--- config.mk ---
export PLATFORM = sky130hd
export DESIGN_NAME = pipo_load_arbiter
export DESIGN_NICKNAME = d
export VERILOG_FILES = /design/src/rtl/pipo_ctrl_pkg.sv /design/src/rtl/pipo_load_arbiter_rr_select.sv /design/src/rtl/pipo_load_arbiter.sv
export SDC_FILE = /design/constraint.sdc
export NUM_CORES = 1
export LEC_CHECK = 0
export BUFFER_PORTS_ARGS = -buffer_cell sky130_fd_sc_hd__buf_2
export CORE_MARGIN = 3
export CORE_UTILIZATION = 39
export CTS_CLUSTER_SIZE = 20
export DETAILED_ROUTE_END_ITERATION = 16
export HOLD_SLACK_MARGIN = 0.02
export PLACE_DENSITY = 0.87
export SETUP_SLACK_MARGIN = 0.05
export SYNTH_ARGS = -nofsm -noshare
export SYNTH_HDL_FRONTEND = slang
export SYNTH_SLANG_ARGS = --single-unit
--- constraint.sdc ---
create_clock -name clk -period 5.1 [get_ports clk]
set_clock_uncertainty 0.2 [all_clocks]
set_input_delay 1.02 -clock clk [delete_from_list [all_inputs] [get_ports clk]]
set_output_delay 1.02 -clock clk [all_outputs]
set_load 0.1 [all_outputs]
--- src/rtl/pipo_ctrl_pkg.sv ---
// Shared state encoding and index helper for the pipo load arbiter.
package pipo_ctrl_pkg;

   localparam int MAX_REQ   = 16;
   localparam int MAX_IDX_W = 4;

   typedef enum logic [1:0] {
      IDLE = 2'd0,
      LOAD = 2'd1,
      HOLD = 2'd2
   } state_t;

   function automatic logic [MAX_IDX_W-1:0] onehot_to_idx(
      input logic [MAX_REQ-1:0] oh
   );
      logic [MAX_IDX_W-1:0] idx;
      idx = '0;
      for (int i = 0; i < MAX_REQ; i++) begin
         if (oh[i]) idx = idx | MAX_IDX_W'(i);
      end
      return idx;
   endfunction

endpackage

--- src/rtl/pipo_load_arbiter_rr_select.sv ---
// Rotating-priority winner search starting at rr_ptr.
module rr_select
   import pipo_ctrl_pkg::*;
#(
   parameter int NUM_REQ = 4,
   parameter int ID_W    = 2
) (
   input  logic [NUM_REQ-1:0] req_valid,
   input  logic [ID_W-1:0]    rr_ptr,
   output logic [NUM_REQ-1:0] grant_onehot,
   output logic [ID_W-1:0]    grant_idx,
   output logic               any_grant
);

   logic [NUM_REQ-1:0] upper_mask;
   logic [NUM_REQ-1:0] upper_req;

   for (genvar i = 0; i < NUM_REQ; i++) begin : g_mask
      assign upper_mask[i] = (ID_W'(i) >= rr_ptr);
   end

   assign upper_req = req_valid & upper_mask;

   function automatic logic [NUM_REQ-1:0] lowest(
      input logic [NUM_REQ-1:0] v
   );
      return v & (~v + NUM_REQ'(1));
   endfunction

   // Requests at or above the pointer win; otherwise wrap to the bottom.
   always_comb begin
      grant_onehot = '0;
      if (|upper_req) grant_onehot = lowest(upper_req);
      else            grant_onehot = lowest(req_valid);
   end

   assign any_grant = |req_valid;
   assign grant_idx = ID_W'(onehot_to_idx(MAX_REQ'(grant_onehot)));

endmodule

--- src/rtl/pipo_load_arbiter.sv ---
// Round-robin sharing of one external pipo register between requesters.
module pipo_load_arbiter
   import pipo_ctrl_pkg::*;
#(
   parameter int DATA_WIDTH  = 16,
   parameter int NUM_REQ     = 4,
   parameter int HOLD_CYCLES = 2,
   parameter int ID_W        = (NUM_REQ > 1) ? $clog2(NUM_REQ) : 1
) (
   input  logic                          clk,
   input  logic                          reset,
   input  logic [NUM_REQ-1:0]            req_valid,
   input  logic [NUM_REQ*DATA_WIDTH-1:0] req_data,
   output logic [NUM_REQ-1:0]            req_ready,
   output logic                          pipo_load,
   output logic [DATA_WIDTH-1:0]         pipo_data,
   output logic                          out_valid,
   output logic [ID_W-1:0]               owner_id,
   output logic                          busy
);

   localparam int CNT_W = (HOLD_CYCLES > 1) ? $clog2(HOLD_CYCLES) : 1;

   state_t                state_q, state_d;
   logic [ID_W-1:0]       rr_ptr_q, rr_ptr_d;
   logic [CNT_W-1:0]      hold_cnt_q, hold_cnt_d;
   logic                  pipo_load_q, pipo_load_d;
   logic [DATA_WIDTH-1:0] pipo_data_q, pipo_data_d;
   logic                  out_valid_q, out_valid_d;
   logic [ID_W-1:0]       owner_id_q, owner_id_d;

   logic [NUM_REQ-1:0]    grant_onehot;
   logic [ID_W-1:0]       grant_idx;
   logic                  any_grant;
   logic [DATA_WIDTH-1:0] grant_word;

   rr_select #(
      .NUM_REQ (NUM_REQ),
      .ID_W    (ID_W)
   ) u_rr_select (
      .req_valid    (req_valid),
      .rr_ptr       (rr_ptr_q),
      .grant_onehot (grant_onehot),
      .grant_idx    (grant_idx),
      .any_grant    (any_grant)
   );

   always_comb begin
      grant_word = '0;
      for (int i = 0; i < NUM_REQ; i++) begin
         if (grant_onehot[i]) begin
            grant_word = grant_word | req_data[i*DATA_WIDTH +: DATA_WIDTH];
         end
      end
   end

   always_comb begin
      state_d     = state_q;
      rr_ptr_d    = rr_ptr_q;
      hold_cnt_d  = hold_cnt_q;
      pipo_load_d = 1'b0;
      pipo_data_d = pipo_data_q;
      out_valid_d = out_valid_q;
      owner_id_d  = owner_id_q;
      unique case (state_q)
         IDLE: begin
            if (any_grant) begin
               pipo_load_d = 1'b1;
               pipo_data_d = grant_word;
               owner_id_d  = grant_idx;
               state_d     = LOAD;
               if (grant_idx == ID_W'(NUM_REQ - 1)) rr_ptr_d = '0;
               else rr_ptr_d = grant_idx + ID_W'(1);
            end
         end
         LOAD: begin
            state_d     = HOLD;
            out_valid_d = 1'b1;
            hold_cnt_d  = CNT_W'(HOLD_CYCLES - 1);
         end
         HOLD: begin
            if (hold_cnt_q == '0) begin
               state_d     = IDLE;
               out_valid_d = 1'b0;
            end else begin
               hold_cnt_d = hold_cnt_q - CNT_W'(1);
            end
         end
         default: state_d = IDLE;
      endcase
   end

   always_ff @(posedge clk) begin
      if (reset) begin
         state_q     <= IDLE;
         rr_ptr_q    <= '0;
         hold_cnt_q  <= '0;
         pipo_load_q <= 1'b0;
         pipo_data_q <= '0;
         out_valid_q <= 1'b0;
         owner_id_q  <= '0;
      end else begin
         state_q     <= state_d;
         rr_ptr_q    <= rr_ptr_d;
         hold_cnt_q  <= hold_cnt_d;
         pipo_load_q <= pipo_load_d;
         pipo_data_q <= pipo_data_d;
         out_valid_q <= out_valid_d;
         owner_id_q  <= owner_id_d;
      end
   end

   // Ready is suppressed under reset so no handshake can complete then.
   assign req_ready = (state_q == IDLE && !reset) ? grant_onehot : '0;
   assign pipo_load = pipo_load_q;
   assign pipo_data = pipo_data_q;
   assign out_valid = out_valid_q;
   assign owner_id  = owner_id_q;
   assign busy      = (state_q != IDLE);

endmodule

=== Word-level counts from Yosys, hierarchy flattened ===
Index checks and enable logic that the tools add are counted.

* Register bits after elaboration: 25
* Input port bits: 70
* Output and inout port bits: 25
* Word-level logic and storage cells: 58

* Add/sub/neg operators: 4
* Muxes and demuxes: 18
* Magnitude comparators: 4
* Bitwise logic cells: 9
* Equal/unequal tests: 5
* Reduce and logical (&&, ||, !) cells: 11

{| class="wikitable"
|+ Operator list
! kind !! count
|-
| $mux W16 || 4
|-
| $or A16 B16 Y16 || 3
|-
| $and A4 B4 Y4 || 3
|-
| $mux W2 || 5
|-
| $add A4 B1 Y4 const B || 2
|-
| $mux W4 || 2
|-
| $not A4 Y4 || 2
|-
| $reduce_or A4 Y1 || 2
|-
| $pmux W2 S3 || 1
|-
| $reduce_and A2 Y1 || 3
|-
| $eq A2 B2 Y1 const B || 2
|-
| $ge A1 B2 Y1 const A || 2
|-
| $ge A2 B2 Y1 const A || 2
|-
| $mux W1 || 4
|-
| $ne A2 B2 Y1 const B || 2
|-
| $pmux W1 S2 || 2
|-
| $reduce_bool A2 Y1 || 2
|-
| $add A2 B1 Y2 const B || 1
|-
| $eq A2 B1 Y1 const B || 1
|-
| $logic_not A2 Y1 || 1
|-
| $reduce_or A2 Y1 || 1
|-
| $logic_and A1 B1 Y1 || 1
|-
| $logic_not A1 Y1 || 1
|-
| $not A1 Y1 || 1
|-
| $sub A1 B1 Y1 const B || 1
|}

=== Depth between registers and ports, before layout ===
* Depth after elaboration: 13
* Mapped depth: 7

=== Cells and area by module ===
From an unflattened synthesis, not the netlist that was laid out.

* Cells, all modules: 181
* Area total of the unflattened synthesis: 1508.9 µm²

{| class="wikitable"
|+ By module, submodules not included
! module !! seq. area each (µm²) !! times used !! area an instance (µm²) !! cells an instance
|-
| pipo_load_arbiter || 500.5 || 1 || 1290.0 || 147
|-
| rr_select || 0.0 || 1 || 219.0 || 34
|}

=== Worst setup path after synthesis ===
Ideal clock, no wire load.

* Path kind: input-to-output
* Start: in req_valid[0]
* End: out req_ready[1]
* Data arrival time: 3.067 ns
* Path slack: 0.813 ns
* Stages on the path: 4
* Required time: 3.880 ns
* Buffers on the path: 1
* Cells stage by stage: nor2_1 o221a_1 clkbuf_1 nor2b_1

* Longest elaborated chain between the ends: 6

{| class="wikitable"
|+ Ends and longest elaborated chain
! element !! RTL line !! RTL
|-
| start: declaration || pipo_load_arbiter.sv:12 || <nowiki>input logic [NUM_REQ-1:0] req_valid,</nowiki>
|-
| $and A4 B4 Y4 || pipo_load_arbiter_rr_select.sv:22 || <nowiki>assign upper_req = req_valid & upper_mask;</nowiki>
|-
| $not A4 Y4 || pipo_load_arbiter_rr_select.sv:27 || <nowiki>return v & (~v + NUM_REQ'(1));</nowiki>
|-
| $add A4 B1 Y4 || pipo_load_arbiter_rr_select.sv:27 ||
|-
| $and A4 B4 Y4 || pipo_load_arbiter_rr_select.sv:27 ||
|-
| $mux W4 (*) || pipo_load_arbiter_rr_select.sv:33 || <nowiki>if (|upper_req) grant_onehot = lowest(upper_req);</nowiki>
|-
| $mux W4 (*) || pipo_load_arbiter.sv:114 || <nowiki>assign req_ready = (state_q == IDLE && !reset) ? grant_onehot : '0;</nowiki>
|-
| end: declaration || pipo_load_arbiter.sv:14 || <nowiki>output logic [NUM_REQ-1:0] req_ready,</nowiki>
|}

Every way passes the cells marked *; elsewhere a longest branch is shown, timed or not.

=== Final worst setup path ===
* Start: in req_valid[2]
* End: out req_ready[0]

* Longest elaborated chain between the ends: 4

{| class="wikitable"
|+ Ends and longest elaborated chain
! element !! RTL line
|-
| $and A4 B4 Y4 || pipo_load_arbiter_rr_select.sv:22
|-
| $reduce_or A4 Y1 || pipo_load_arbiter_rr_select.sv:33
|-
| $mux W4 || pipo_load_arbiter_rr_select.sv:33
|-
| $mux W4 || pipo_load_arbiter.sv:114
|}

No other way between the ends.

==> summary.md <==
| Metric | Value |
|---|---|
| Run status | completed |
| Final setup vio count | 0 |
| Max_cap viols | 0 |
| Number of distinct library cells after synthesis | 31 |
| Core ar. | between 3000 and 4000 µm² |
| HP Start | out_valid$_SDFFE_PP0P_ |
| Syn nets | around 230 |
| Post-synth top cells | nor2_1 (27), dfxtp_1 (25), a21oi_1 (23) |
| WS Path Type | in -> out |
| Die Area | 4190 µm² |
| Crit path launch | req_valid[2] |
| Reg2reg end | pipo_data[8]$_SDFFE_PP0P_ |
| CTS clk-pin slew, worst paths | between 100 and 150 ps |
| Post-synth ARST share | 0 |
| Largest cells by area after synthesis | dfxtp_1 (37%), a222oi_1 (12%), a211oi_1 (9.5%), a21oi_1 (8.6%), nor2_1 (7.5%) |
| Multi-input gate area | around 750 µm² |
| Power Total | a little under 0.8 mW |
| First-pass GRT wire length | 6320 µm |
| Via count | 1594 |
| Reg2Reg Setup Slack | between 3000 and 4000 ps |
| Layout cells sized above 1 | 0.425 |
| Mapped Cells | 160 |
| Critical Path Sink Type | output port |
| Max Fclk | approximately 270 MHz |
| Syn Std Cell Area | between 1000 and 1500 µm² |
| Leak | slightly below 0.9 nW |
| Area Growth Syn to Fin | 36.9% |
| Die Y | 64.7 µm |
| Post-synth top area share | 0.372 |
| Drt total wl | just over 4000 µm |
| YS warnings | 0 |
| Drt initial violations | 129 |
| Seq/Total Area, Yosys | 0.372 |
| Initial antenna violation count | 0 |
| Syn avg cell area | between 8 and 9 µm² |
| CTS tree | done |
| Worst hold slack | between 200 and 300 ps |
| Crit path required time | slightly below 4000 ps |
| Setup TNS | 0 ps |
| RSZ-0062 raised after global routing | no |
| Power Density | between 400 and 500 nW/µm² |
| CTS H-tree depth | 1 |
| Number of port buffers | 94 |
| Hold endpoint | out_valid$_SDFFE_PP0P_ |
| Yosys reg bits | 25 |
| Routability congestion estimate from global placement | 0.842 |
| Starting Density | 0.423 |
| Reg2reg start | state_q[0]$_SDFFE_PP0P_ |
| Detail Route Antenna Nets | 0 |
| Largest area contributor in the netlist | dfxtp_1 |
| CP Max Fanout | 17 |
| Hold Path Depth | 2 |
| Post-synth EDFFs | 0 |
| Nets | between 300 and 400 |
| Non-Filler Instances | a little under 300 |
| Worst hold path class | reg -> reg |
| Clk_lat worst skew | between 300 and 400 ps |
| Detailed Place HPWL | just over 3000 µm |
| Gr ovfl total | 0 |
| Pin count of the biggest net entering global routing | 27 |
| Worst r2r path cells | 6 |
| Cts bufs inserted | 3 |
| Arrival time worst endpoint | 2420 ps |
| Vias/cell | ~5.5 |
| Root Driver | clkbuf_4 |
| Final hold vios | 0 |
| # IOs | 95 |
| Max clock buf depth | 2 |
| Final period utilization | 0.713 |
| Peak supply drop | between 0.0002 and 0.00025 V |
| Startpoint types | primary input |
| # rows | 20 |
| Placed Cells | roughly 290 |
| Min Clock Period, post-route | between 3000 and 4000 ps |
| Slew @ Worst Pin | a little over 800 ps |
| GR Util All Layers | 0.188 |
| ANT cells | 0 |
| Vias in the first global route | 1499 |
| Max_slew headroom | 0.454 |
| Setup Buffers After CTS | 0 |
| Sequential Area | 500 µm² |
| Die width | between 60 and 70 µm |
| CTS sink count | 25 |
| Most used DFF post-synth | dfxtp_1 |
| Filler cell count | 304 |
| Post-cts sizing count | 0 |
| Drt drc | 0 |
| Max-slew violations | 0 |
| First drt pass iteration count | 4 |
| Post-CTS Hold Buffers | 0 |
| Post-DR wirelength/cell | 14.0 µm |
| Most frequent cell after synthesis | nor2_1 |
## worst max-delay path, cell delays in order
cell     delay [ps]
buf_2           140
o21a_1          190
o22ai_1         110
and2_1          150
buf_4           220
nor2b_1         150
buf_2           430
## logic make-up after synthesis
kind of cell / share of synthesized area
buffers and inverters: 0.0670
flip-flops: 0.372
AO/OA/AOI/OAI: 0.362
AND/OR/NAND/NOR: 0.161
adder cells (fa/ha/maj): 0.0372
## layer usage
metal,global-route usage,part of all wire
met3,0.0711,0.12
met5,0,0
met4,0.0422,0.010
met1,0.213,0.43
met2,0.333,0.44
## worst max path at each step
stage	slack, ps	endpoint
6_report	1460	req_ready[0]
5_1_grt	1370	req_ready[0]
4_1_cts	1460	req_ready[0]
3_5_place_dp	1470	req_ready[0]
3_3_place_gp	1520	req_ready[0]
2_1_floorplan	810	req_ready[1]
## power by group
group / internal, mW / switching [mW] / leakage (nW)
combinational: 0.0999 / 0.344 / 0.657
clock: 0.0306 / 0.0568 / 0.0150
sequential: 0.230 / 0.0191 / 0.208
## area by class of cell
cell class | count | share of cell area
repair buffers | 96 | 0.264
inverters | 5 | 0.0102
well taps | 44 | 0.0299
multi-input cells | 117 | 0.410
flip-flops and latches | 25 | 0.272
clock buffers | 4 | 0.0143
## through the flow
step | cell area [µm²] | utilization | worst slack [ps]
2_1_floorplan | 1340 | - | 813
5_1_grt | 1840 | 0.579 | 1370
6_report | 1840 | 0.579 | 1460
3_5_place_dp | 1810 | 0.570 | 1470
3_3_place_gp | 1810 | 0.570 | 1520
4_1_cts | 1840 | 0.579 | 1460
## cells in the final DEF, fill, tap and decap left out
cell       netlist  final
nor2_2           1      1
a2bb2oi_1        1      1
o21ai_0          1      1
nand2_2          1      1
inv_2            1      1
a211oi_1        17     17
o22ai_1          1      1
o21ai_2          1      1
a21oi_1         23     23
and2_1           1      1
o31ai_1          1      1
nand2_1          2      2
buf_2            6     94
o21ai_1          2      2
nor2_1          27     27
nor2b_1          6      6
a222oi_1        16     16
ha_1             4      4
nor3_1           4      4
clkbuf_1         4      1
nor4_2           1      1
clkbuf_4         0      3
buf_4            2      2
dfxtp_1         25     25
o221a_2          1      1
or3_1            1      1
inv_1            4      4
o221a_1          1      1
o21a_1           1      1
nand2b_1         2      2
a22oi_1          1      1
## flip-flops by register name, indices dropped and copies added (netlist names)
register / cells
pipo_data: 16
owner_id: 2
rr_ptr_q: 2
state_q: 2
hold_cnt_q: 1
out_valid: 1
pipo_load: 1
Power figures use the tool's default switching activity.
